File: src/rtl/dmem_arbiter.sv
// Purpose: shares the single-port data BRAM between the load unit and the store-buffer drain.
// Latency: grants are combinational; load data returns 1 cycle after ld_gnt.
// Backpressure: loads win; a held store is forced through after STARVE_MAX consecutive denials.
module dmem_arbiter #(
  parameter int ADDR_W     = 32,
  parameter int DATA_W     = 32,
  parameter int STARVE_MAX = 4
) (
  input  logic              i_clk,
  input  logic              i_reset,
  input  logic              i_ld_req,
  input  logic [ADDR_W-1:0] i_ld_addr,
  output logic              o_ld_gnt,
  input  logic              i_ld_kill,
  output logic              o_ld_rvalid,
  output logic [DATA_W-1:0] o_ld_rdata,
  input  logic              i_st_req,
  input  logic [ADDR_W-1:0] i_st_addr,
  input  logic [DATA_W-1:0] i_st_wdata,
  output logic              o_st_gnt,
  output logic [ADDR_W-1:0] o_mem_addr,
  output logic [DATA_W-1:0] o_mem_wdata,
  output logic              o_mem_we,
  input  logic [DATA_W-1:0] i_mem_rdata
);

  localparam logic [3:0] LP_STARVE_MAX = 4'(STARVE_MAX);

  logic [3:0] r_starve_cnt;
  logic       r_rd_pend;
  logic       w_force_st;
  logic       w_st_gnt;
  logic       w_ld_gnt;

  // Grant decision: a store only wins when no load is asking, or when it has starved long enough.
  always_comb begin
    w_force_st = i_st_req && (r_starve_cnt == LP_STARVE_MAX);
    w_st_gnt   = !i_reset && i_st_req && (!i_ld_req || w_force_st);
    w_ld_gnt   = !i_reset && i_ld_req && !w_st_gnt;
  end

  assign o_st_gnt    = w_st_gnt;
  assign o_ld_gnt    = w_ld_gnt;
  // With no grant the port still presents the load address; a spurious read is harmless.
  assign o_mem_addr  = w_st_gnt ? i_st_addr : i_ld_addr;
  assign o_mem_wdata = i_st_wdata;
  assign o_mem_we    = w_st_gnt;
  // A flush kills only the return landing this cycle; reset drops any in-flight return.
  assign o_ld_rvalid = !i_reset && r_rd_pend && !i_ld_kill;
  assign o_ld_rdata  = i_mem_rdata;

  // Starvation counter: counts consecutive denials of a held store, clears when it drops or wins.
  always_ff @(posedge i_clk) begin
    if (i_reset) begin
      r_starve_cnt <= 4'd0;
    end else if (w_st_gnt || !i_st_req) begin
      r_starve_cnt <= 4'd0;
    end else if (r_starve_cnt != LP_STARVE_MAX) begin
      r_starve_cnt <= r_starve_cnt + 4'd1;
    end
  end

  // Return tracker: the BRAM answers one cycle after the load was granted.
  always_ff @(posedge i_clk) begin
    if (i_reset) begin
      r_rd_pend <= 1'b0;
    end else begin
      r_rd_pend <= w_ld_gnt;
    end
  end

endmodule

File: config.mk
export PLATFORM = sky130hd
export DESIGN_NAME = dmem_arbiter
export DESIGN_NICKNAME = d
export VERILOG_FILES = /design/src/rtl/dmem_arbiter.sv
export SDC_FILE = /design/constraint.sdc
export NUM_CORES = 1
export LEC_CHECK = 0
export ABC_AREA = 1
export BUFFER_PORTS_ARGS = -buffer_cell sky130_fd_sc_hd__buf_2
export CORE_AREA = 3 3 88 90
export CTS_CLUSTER_SIZE = 25
export DETAILED_ROUTE_END_ITERATION = 12
export DIE_AREA = 0 0 91 93
export GPL_ROUTABILITY_DRIVEN = 0
export MAX_ROUTING_LAYER = met4
export PLACE_DENSITY = 0.6
export RECOVER_POWER = 50
export SLEW_MARGIN = 20
export SYNTH_ARGS = -nofsm -noshare
export SYNTH_HDL_FRONTEND = slang
export SYNTH_SLANG_ARGS = --single-unit
File: constraint.sdc
create_clock -name i_clk -period 1.7 [get_ports i_clk]
set_input_delay 0.085 -clock i_clk [delete_from_list [all_inputs] [get_ports i_clk]]
set_output_delay 0.085 -clock i_clk [all_outputs]
set_load 0.02 [all_outputs]
* After elaboration in Yosys (flattened, before gate mapping)
Index checks and enable logic that the tools add are counted.
** Word-level totals
- Register bits :: 5
- Output and inout port bits :: 100
** Operators by class
- $add $sub $neg :: 1
- Equality and inequality tests :: 2
- Multiplexer cells :: 1
- Reduce and logical (&&, ||, !) cells :: 15
** Operators with widths (count)
- two-way mux 32 bit :: 1
- logical AND 1 bit :: 7
- logical NOT 1 bit :: 5
- adder 4 x 1 -> 4 bit (second input constant) :: 1
- equality test 4 x 3 -> 1 bit (second input constant) :: 1
- != test 4 x 3 -> 1 bit (second input constant) :: 1
- logical OR 1 bit :: 2
- OR reduction 2 bit :: 1

* Longest topological paths before layout
Gate-level depths: netlist of the first run.
- Depth after elaboration :: 6
- Mapped depth :: 8

* Worst setup path after synthesis of the first run
OpenSTA, ideal clock, no wires.
- Path type :: reg2out
- Start :: reg r_starve_cnt[0]
- End :: out o_ld_gnt
- Arrival :: 1.315 ns
- Data required time :: 1.615 ns
- Setup slack :: 0.300 ns
- Cell stages (with the launch flop) :: 8
- Buffers on the path :: 0
- Path through :: dfxtp_1 inv_1 ha_1 nand3_2 nand2_4 nand2_4 inv_1 nor2_1
** On the way
- Cells in the longest elaborated chain, start to end :: 6
** RTL lines
- start, declared :: line 29 : logic [3:0] r_starve_cnt;
- start signal, assigned :: line 59 : r_starve_cnt <= r_starve_cnt + 4'd1;
- equality test 4 x 3 -> 1 bit :: line 37 : w_force_st = i_st_req && (r_starve_cnt == LP_STARVE_MAX);
- logical AND 1 bit :: line 37
- logical OR 1 bit :: line 38 : w_st_gnt = !i_reset && i_st_req && (!i_ld_req || w_force_st);
- logical AND 1 bit :: line 38
- named net o_mem_we :: line 23 : output logic o_mem_we,
- logical NOT 1 bit :: line 39 : w_ld_gnt = !i_reset && i_ld_req && !w_st_gnt;
- logical AND 1 bit :: line 39
- end, declared :: line 13 : output logic o_ld_gnt,
The timed path passes the listed nets, and every way through them passes these cells.

* Worst setup path in the final report of the first run
- Start :: reg r_starve_cnt[0]
- End :: out o_mem_addr[17]
** On the way
- Cells in the longest elaborated chain, start to end :: 5
** RTL lines
- equality test 4 x 3 -> 1 bit :: line 37
- logical AND 1 bit :: line 37
- logical OR 1 bit :: line 38
- logical AND 1 bit :: line 38
- two-way mux 32 bit :: line 45 : assign o_mem_addr = w_st_gnt ? i_st_addr : i_ld_addr;
- end, declared :: line 21 : output logic [ADDR_W-1:0] o_mem_addr,
No other way between the ends.

==> results of run 1 <==
[layout make-up]
class / count / area, um2
clock buffers: 4 / 45.0
fillers: 831 / 5510
inverters: 6 / 25.0
multi-input cells: 122 / 663
flip-flops and latches: 5 / 105
well taps: 99 / 124
repair buffers: 112 / 662
[cell usage in the layout, fill, tap and decap left out, types with 4 or more instances in the layout]
cell type | Yosys | final
buf_2 | 3 | 102
nand2_1 | 67 | 65
nand3_1 | 34 | 33
nor2_1 | 6 | 6
inv_1 | 6 | 4
nand2_8 | 0 | 4
buf_4 | 68 | 4
[worst min-delay path by stage]
stage	slack [ns]	cells after the start	from	to
3_3_place_gp	0.17	0	i_mem_rdata[18]	o_ld_rdata[18]
4_1_cts	0.17	0	i_mem_rdata[18]	o_ld_rdata[18]
6_report	0.17	0	i_mem_rdata[12]	o_ld_rdata[12]
2_1_floorplan	0.23	2	i_ld_req	r_rd_pend
5_1_grt	0.17	0	i_mem_rdata[23]	o_ld_rdata[23]
3_5_place_dp	0.17	0	i_mem_rdata[18]	o_ld_rdata[18]
[critical path, delay by kind of cell (launching register included)]
family / cells / cell delay (ns)
and+or+nand+nor: 5 / 0.67
DFF: 1 / 0.35
buffers and inverters: 2 / 0.21
adders and majority gates: 1 / 0.14
[through the flow]
stage | instance area [um2] | instances | setup TNS (ns) | setup slack, ns | utilization, %
after global routing | 1620 | 348 | -0.257 | -0.0345 | 22.8
after global placement | 1330 | 335 | 0 | 0.132 | 18.7
final | 1620 | 348 | 0 | 0.0421 | 22.8
after CTS | 1410 | 340 | -0.0191 | -0.0185 | 19.8
after detailed placement | 1330 | 335 | 0 | 0.0451 | 18.7
after floorplan | 1220 | 202 | 0 | 0.300 | -
[where the power goes]
group          internal [mW]  total [mW]  switching [mW]  leakage (nW)
registers              0.120       0.122         0.00224        0.0419
logic                  0.167       0.394           0.227         0.864
clock network          0.161       0.217          0.0559        0.0228
total                  0.447       0.732           0.285         0.928
[per-layer routing]
| layer | vias to the layer above | routed length, um | track usage, % |
|---|---|---|---|
| met5 | - | 0 | - |
| met4 | 0 | 182 | 5.28 |
| met3 | 34 | 410 | 2.41 |
| met2 | 79 | 2320 | 15.9 |
| met1 | 589 | 1780 | 10.3 |
| li1 | 668 | - | - |
[repair_timing]
action	in CTS	in global routing
hold buffers	0	0
endpoints found under the setup margin	35	35
setup buffers	0	2
pin swaps	0	3
endpoints found under the hold margin	0	0
gates resized for setup	5	21
cloned	1	6
[flip-flops by register name, summed over array words and instances (netlist names)]
signal / cells
r_starve_cnt: 4
r_rd_pend: 1
[kinds of logic after synthesis]
kind of cell | Yosys count | share of synthesized area (%)
AO/OA/AOI/OAI | 1 | 0.410
XOR/XNOR | 2 | 1.44
adder cells (fa/ha/maj) | 2 | 2.05
buffers and inverters | 80 | 47.7
flip-flops | 5 | 8.21
AND/OR/NAND/NOR | 112 | 40.1
==> out/qor.csv, run 1 <==
metric,value,unit
synthesized area per cell,6.03,um2
cell area after synthesis,1220,um2
setup violators final,0,
most common library cells after synthesis,"buf_4, nand2_1, nand3_1",
Num CTS Buffers,3,
clock slew at reported path FFs,0.03,ns
vias in the first global route,1307,
minimum hold slack,0.170,ns
RSZ-0062 raised after global routing,yes,
worst-margin pin slew,0.521,ns
GRT Overall Usage,9.48,%
row count,31,
CTS tree,yes,
Worst Path Required,1.62,ns
DR WL/cell,13.5,um
status,"finished, final reports clean",
Synth-to-Final Area Change,33.3,%
fin nets,385,
slew margin rel.,65.2,%
prevailing post-synth register cell,dfxtp_1,
Starting DRT DRC Count,29,
CP max-delay cell,dfxtp_4,
distinct cell type count of the synthesized netlist,16,
"EDFF count, synth",0,
"FF+latch count, synth",5,
final worst path period need,1.66,ns
Final Hold Violating Endpoints,0,
worst min path class,input pin to primary output,
total core area,7140,um2
max incr delay on CP,0.35,ns
DRC viols,0,
Detail Route Antenna Nets,0,
FF-to-FF setup slack,0.43,ns
crit path capture type,primary output,
Max Cap Viol,0,
Via-to-Cell Ratio,3.94,
Worst setup SP type,register,
initial core utilization,17.1,%
via count,1370,
clock tree buffer depth,2,
register area share after synthesis,8.21,%
CP Cell Sequence,"inv_4, ha_4, nand3_4, nand2_4, nand2_4, nand2_1, nand2_1, buf_2",
critical path type,register to primary output,
total power draw,0.732,mW
VDD IR-drop max,0.217,mV
DP HPWL,3010,um
share of the synthesized area in the top cell type,41.9,%
Lkg Pwr,0.928,nW
Critical Path Fanout Max,8,
total clock sinks,5,
f_max,603,MHz
PD cells,451,nW/um2
first-pass GRT wire length,6350,um
I/O pin count,233,
clk_lat worst skew,0.22,ns
initial antenna violation count,0,
Worst Clk Skew,0.00487,ns
reg2reg start,r_starve_cnt[0],
drt first pass iters,4,
Worst setup startpoint,r_starve_cnt[0],
cell taking the most area after synthesis,buf_4,
proportion of layout cells with a drive suffix above 1,53.0,%
reg2reg path depth,7,
H-tree level count,1,
syn nets,337,
final WL,4700,um
Critical R2R Capture,r_rd_pend,
ratio of final minimum period to clock period,97.5,%
gr ovfl total,0,
Worst Path Arrival,1.57,ns
cell count after synthesis,202,
CP Capture Point,o_mem_addr[17],
largest net degree at the start of global routing,21,
fraction of registers with async set or reset after synthesis,0,%
port bufs,104,
die area,8460,um2
max-slew violations,0,
largest cells by area after synthesis,"buf_4, nand2_1, nand3_1",
Die W,91,um
Root Buffer,clkbuf_8,
Antenna diodes,0,
Die H,93,um
most common cell in the netlist,buf_4,
yosys warns,0,
Power figures use the tool's default switching activity.
==> inputs of run 2 (changes only) <==
Settings changed: CORE_AREA 3 3 88 90 to 4 4 89 91, DIE_AREA 0 0 91 93 to 0 0 93 95.
==> out/qor.csv, run 2 (synthesized netlist as in run 1, its figures left out) <==
metric,value,unit
max reg flops,4,
row count,31,
"Largest delay share family, worst path",simple AND/OR/NAND/NOR gates,
Final Hold Violating Endpoints,0,
Worst Path Arrival,1.54,ns
Worst setup SP type,register,
ratio of final minimum period to clock period,95.3,%
CP max-delay cell,dfxtp_2,
Worst Clk Skew,0.000183,ns
Worst Path Required,1.62,ns
number of fillers in the final layout,825,
worst min path class,input pin to primary output,
Detail Route Antenna Nets,0,
FF/Latch Area,103,um2
CP bufs+invs,3,
final worst path period need,1.62,ns
Synth-to-Final Area Change,33.1,%
total core area,7140,um2
total power draw,0.738,mW
Area after DPL,1340,um2
VDD IR-drop max,0.113,mV
final core utilization,22.7,%
final WL,5120,um
CP Cell Sequence,"inv_2, ha_4, nand3_4, nand2_8, clkbuf_16, nand3_1, nand2_1, buf_4",
crit path capture type,primary output,
Via-to-Cell Ratio,4.01,
"commonest non-fill, non-tap cell in the layout",buf_2,
slew margin rel.,59.9,%
GRT Overall Usage,9.08,%
Die W,93,um
largest reg by FF count,r_starve_cnt,
PD cells,455,nW/um2
hold_buf cts,0,
Lkg Pwr,0.923,nW
DP HPWL,3500,um
Critical Path Fanout Max,5,
H-tree level count,1,
gr ovfl total,0,
Largest regs,"r_starve_cnt x4, r_rd_pend x1",
largest net degree at the start of global routing,34,
I/O pin count,233,
area of the multi-input gates,639,um2
vias in the first global route,1314,
most frequent cells in the layout,"buf_2, nand2_1, nand3_1, buf_4, nor2_1",
Starting DRT DRC Count,15,
clock tree buffer depth,2,
port bufs,104,
first-pass GRT wire length,6170,um
drt first pass iters,4,
die area,8840,um2
critical path type,register to primary output,
design area,1620,um2
f_max,617,MHz
Setup Total Neg Slack,0,ns
max incr delay on CP,0.33,ns
Max Cap Viol,0,
status,"finished, final reports clean",
clock slew at reported path FFs,0.04,ns
Root Buffer,clkbuf_8,
CTS tree,yes,
max-slew violations,0,
DRC viols,0,
proportion of layout cells with a drive suffix above 1,52.0,%
fin nets,384,
via count,1390,
initial core utilization,17.1,%
worst-margin pin slew,0.600,ns
DR WL/cell,14.8,um
setup violators final,0,
total clock sinks,5,
Num CTS Buffers,3,
Die H,95,um
Antenna diodes,0,
initial antenna violation count,0,
clk_lat worst skew,0.22,ns
run 2: layout make-up:
cell class                 count  share of cell area, %
clock buffer                   4                   2.78
inverter                       6                   1.39
multi-input combinational    120                   39.4
sequential                     5                   6.33
tap                           99                   7.64
timing repair buffer         113                   42.4
run 2: where the power goes:
| group | switching (mW) | internal (mW) | total [mW] |
|---|---|---|---|
| combinational | 0.224 | 0.173 | 0.397 |
| clock | 0.0580 | 0.161 | 0.219 |
| sequential | 0.00156 | 0.121 | 0.122 |
| total | 0.283 | 0.455 | 0.738 |
run 2: stage by stage:
step / hold slack, ns / cells / setup WS [ns]
2_1_floorplan: 0.235 / 202 / 0.300
3_3_place_gp: 0.170 / 335 / 0.145
3_5_place_dp: 0.170 / 335 / 0.101
4_1_cts: 0.170 / 339 / 0.0167
5_1_grt: 0.170 / 347 / -0.0117
6_report: 0.170 / 347 / 0.0798
run 2: layer usage:
layer,track usage (%),share of wire (%)
met3,3.11,12
met2,17.5,49
met1,7.40,35
met5,-,0
met4,5.49,3.5
run 2: final timing paths:
| kind | from | end | slack [ns] | cells past startpoint |
|---|---|---|---|---|
| worst max-delay path | r_starve_cnt[0] | o_mem_addr[11] | 0.08 | 8 |
| worst min-delay path | i_mem_rdata[13] | o_ld_rdata[13] | 0.17 | 0 |
| worst max register to register | r_starve_cnt[0] | r_rd_pend | 0.49 | 7 |
| worst min register to register | r_starve_cnt[0] | r_starve_cnt[0] | 0.44 | 1 |
run 2: worst register-to-register path, stage by stage (launching register included):
cell     delay, ns
dfxtp_2       0.33
inv_2         0.07
ha_4          0.14
nand3_4       0.15
nand2_8       0.17
nand2_8       0.10
inv_2         0.10
nor2_1        0.04
run 2: timing repair:
item	CTS	global route
setup endpoints to repair	35	33
buffers inserted	0	1
gates cloned	0	7
resized for setup	3	24
pin swaps	0	3
==> inputs of run 3 (changes only) <==
Settings changed: GPL_ROUTABILITY_DRIVEN 0 to 1, MAX_ROUTING_LAYER met4 to not set, PLACE_DENSITY 0.6 to 0.62.
==> out/qor.csv, run 3 (synthesized netlist as in run 1, its figures left out) <==
metric,value,unit
Hold EP,r_rd_pend,
H-tree level count,1,
WHS Path Cells,4,
hold_sp,i_reset,
initial core utilization,17.1,%
fin nets,384,
CTS tree,yes,
Via-to-Cell Ratio,3.94,
Die H,95,um
Critical R2R Capture,r_rd_pend,
largest reg by FF count,r_starve_cnt,
VDD IR-drop max,0.420,mV
final WL,4810,um
reg2reg start,r_starve_cnt[1],
Worst setup SP type,register,
final worst path period need,1.63,ns
Sw Ratio,38.4,%
Lkg Pwr,0.933,nW
reg2reg path depth,7,
vias in the first global route,1222,
Synth-to-Final Area Change,35.3,%
crit path capture type,primary output,
Die W,93,um
setup violators final,0,
largest net degree at the start of global routing,34,
DRC viols,0,
Worst Path Required,1.62,ns
max incr delay on CP,0.35,ns
Worst Path Arrival,1.54,ns
status,"finished, final reports clean",
hold_buf cts,0,
minimum hold slack,0.153,ns
clock slew at reported path FFs,0.04,ns
proportion of layout cells with a drive suffix above 1,52.0,%
port bufs,104,
PD cells,454,nW/um2
Internal,0.461,mW
combinational share of power,53.8,%
CP bufs+invs,3,
critical path type,register to primary output,
"commonest non-fill, non-tap cell in the layout",buf_2,
"Largest delay share family, worst path",simple AND/OR/NAND/NOR gates,
Starting DRT DRC Count,33,
CP max-delay cell,dfxtp_4,
Root Buffer,clkbuf_8,
max reg flops,4,
total core area,7140,um2
Flop pwr share,16.1,%
row count,31,
Largest regs,"r_starve_cnt x4, r_rd_pend x1",
Detail Route Antenna Nets,0,
Psw,0.288,mW
clock tree buffer depth,2,
clk_lat worst skew,0.22,ns
clock network power share,30.1,%
CP Cell Sequence,"inv_4, ha_4, nand3_4, nand2_8, clkbuf_16, nand3_1, nand2_1, buf_2",
slew margin rel.,52.0,%
most frequent cells in the layout,"buf_2, nand2_1, nand3_1, buf_4, nor2_1",
worst min path class,input pin to register,
Worst Clk Skew,0.000614,ns
initial antenna violation count,0,
pre-CTS setup slack,0.0787,ns
DR WL/cell,13.9,um
gr ovfl total,0,
worst-margin pin slew,0.719,ns
DP HPWL,3140,um
FF/Latch Area,108,um2
I/O pin count,233,
f_max,615,MHz
RSZ-0062 raised after global routing,yes,
via count,1367,
max-slew violations,0,
Num CTS Buffers,3,
number of fillers in the final layout,832,
ratio of final minimum period to clock period,95.7,%
GRT Overall Usage,7.75,%
Max Cap Viol,0,
die area,8840,um2
Critical Path Fanout Max,5,
Final Hold Violating Endpoints,0,
PnR worst setup slack,0.0733,ns
drt first pass iters,4,
total clock sinks,5,
Antenna diodes,0,
first-pass GRT wire length,5460,um
area of the multi-input gates,634,um2
FF-to-FF setup slack,0.47,ns
routability cong.,0.623,
==> run 3: layout make-up <==
| class | count | share of cell area (%) |
|---|---|---|
| Timing Repair Buffer | 113 | 43.2 |
| Tap cell | 99 | 7.51 |
| Sequential cell | 5 | 6.53 |
| Multi-Input combinational cell | 120 | 38.5 |
| Inverter | 6 | 1.52 |
| Clock buffer | 4 | 2.73 |
==> run 3: repair_timing <==
item | in CTS | in global routing
cloned | 0 | 7
endpoints found under the setup margin | 35 | 35
gates resized for setup | 1 | 38
buffers inserted | 0 | 1
pin swaps | 0 | 4
==> run 3: tightest hold or removal path: cells and delay by family <==
kind                   cells  cell delay, ns
buffers and inverters      2            0.14
AND/OR/NAND/NOR            2            0.10
==> run 3: layer usage <==
metal / vias to the layer above / wire (um) / track usage, %
li1: 666 / - / -
met2: 87 / 2310 / 13.5
met5: - / 0 / 0
met3: 36 / 487 / 2.87
met1: 578 / 1760 / 7.50
met4: 0 / 251 / 5.74
==> run 3: metrics by stage <==
stage | cell area [um2] | std cells | utilization [%] | power (mW) | setup TNS [ns]
6_report | 1650 | 347 | 23.1 | 0.749 | 0
5_1_grt | 1650 | 347 | 23.1 | 0.810 | -0.0562
4_1_cts | 1390 | 339 | 19.4 | 0.694 | -0.521
3_5_place_dp | 1330 | 335 | 18.7 | 0.454 | 0
3_3_place_gp | 1330 | 335 | 18.7 | 0.449 | 0
2_1_floorplan | 1220 | 202 | - | 0.527 | 0
==> run 3: how the worst max path moves through the flow <==
stage / endpoint / cells after the start / startpoint
5_1_grt: o_mem_addr[10] / 8 / r_starve_cnt[0]
6_report: o_mem_addr[31] / 8 / r_starve_cnt[1]
3_3_place_gp: o_ld_gnt / 8 / r_starve_cnt[0]
2_1_floorplan: o_ld_gnt / 7 / r_starve_cnt[0]
4_1_cts: o_mem_addr[26] / 8 / r_starve_cnt[1]
3_5_place_dp: o_ld_gnt / 8 / r_starve_cnt[0]
==> run 3: power groups by stage <==
stage	Combinational (mW)	Clock [mW]	Sequential (mW)
floorplan	0.404	0	0.124
global placement	0.325	0	0.124
detailed placement	0.330	0	0.124
CTS	0.334	0.238	0.122
global route	0.441	0.248	0.121
finish	0.403	0.225	0.120
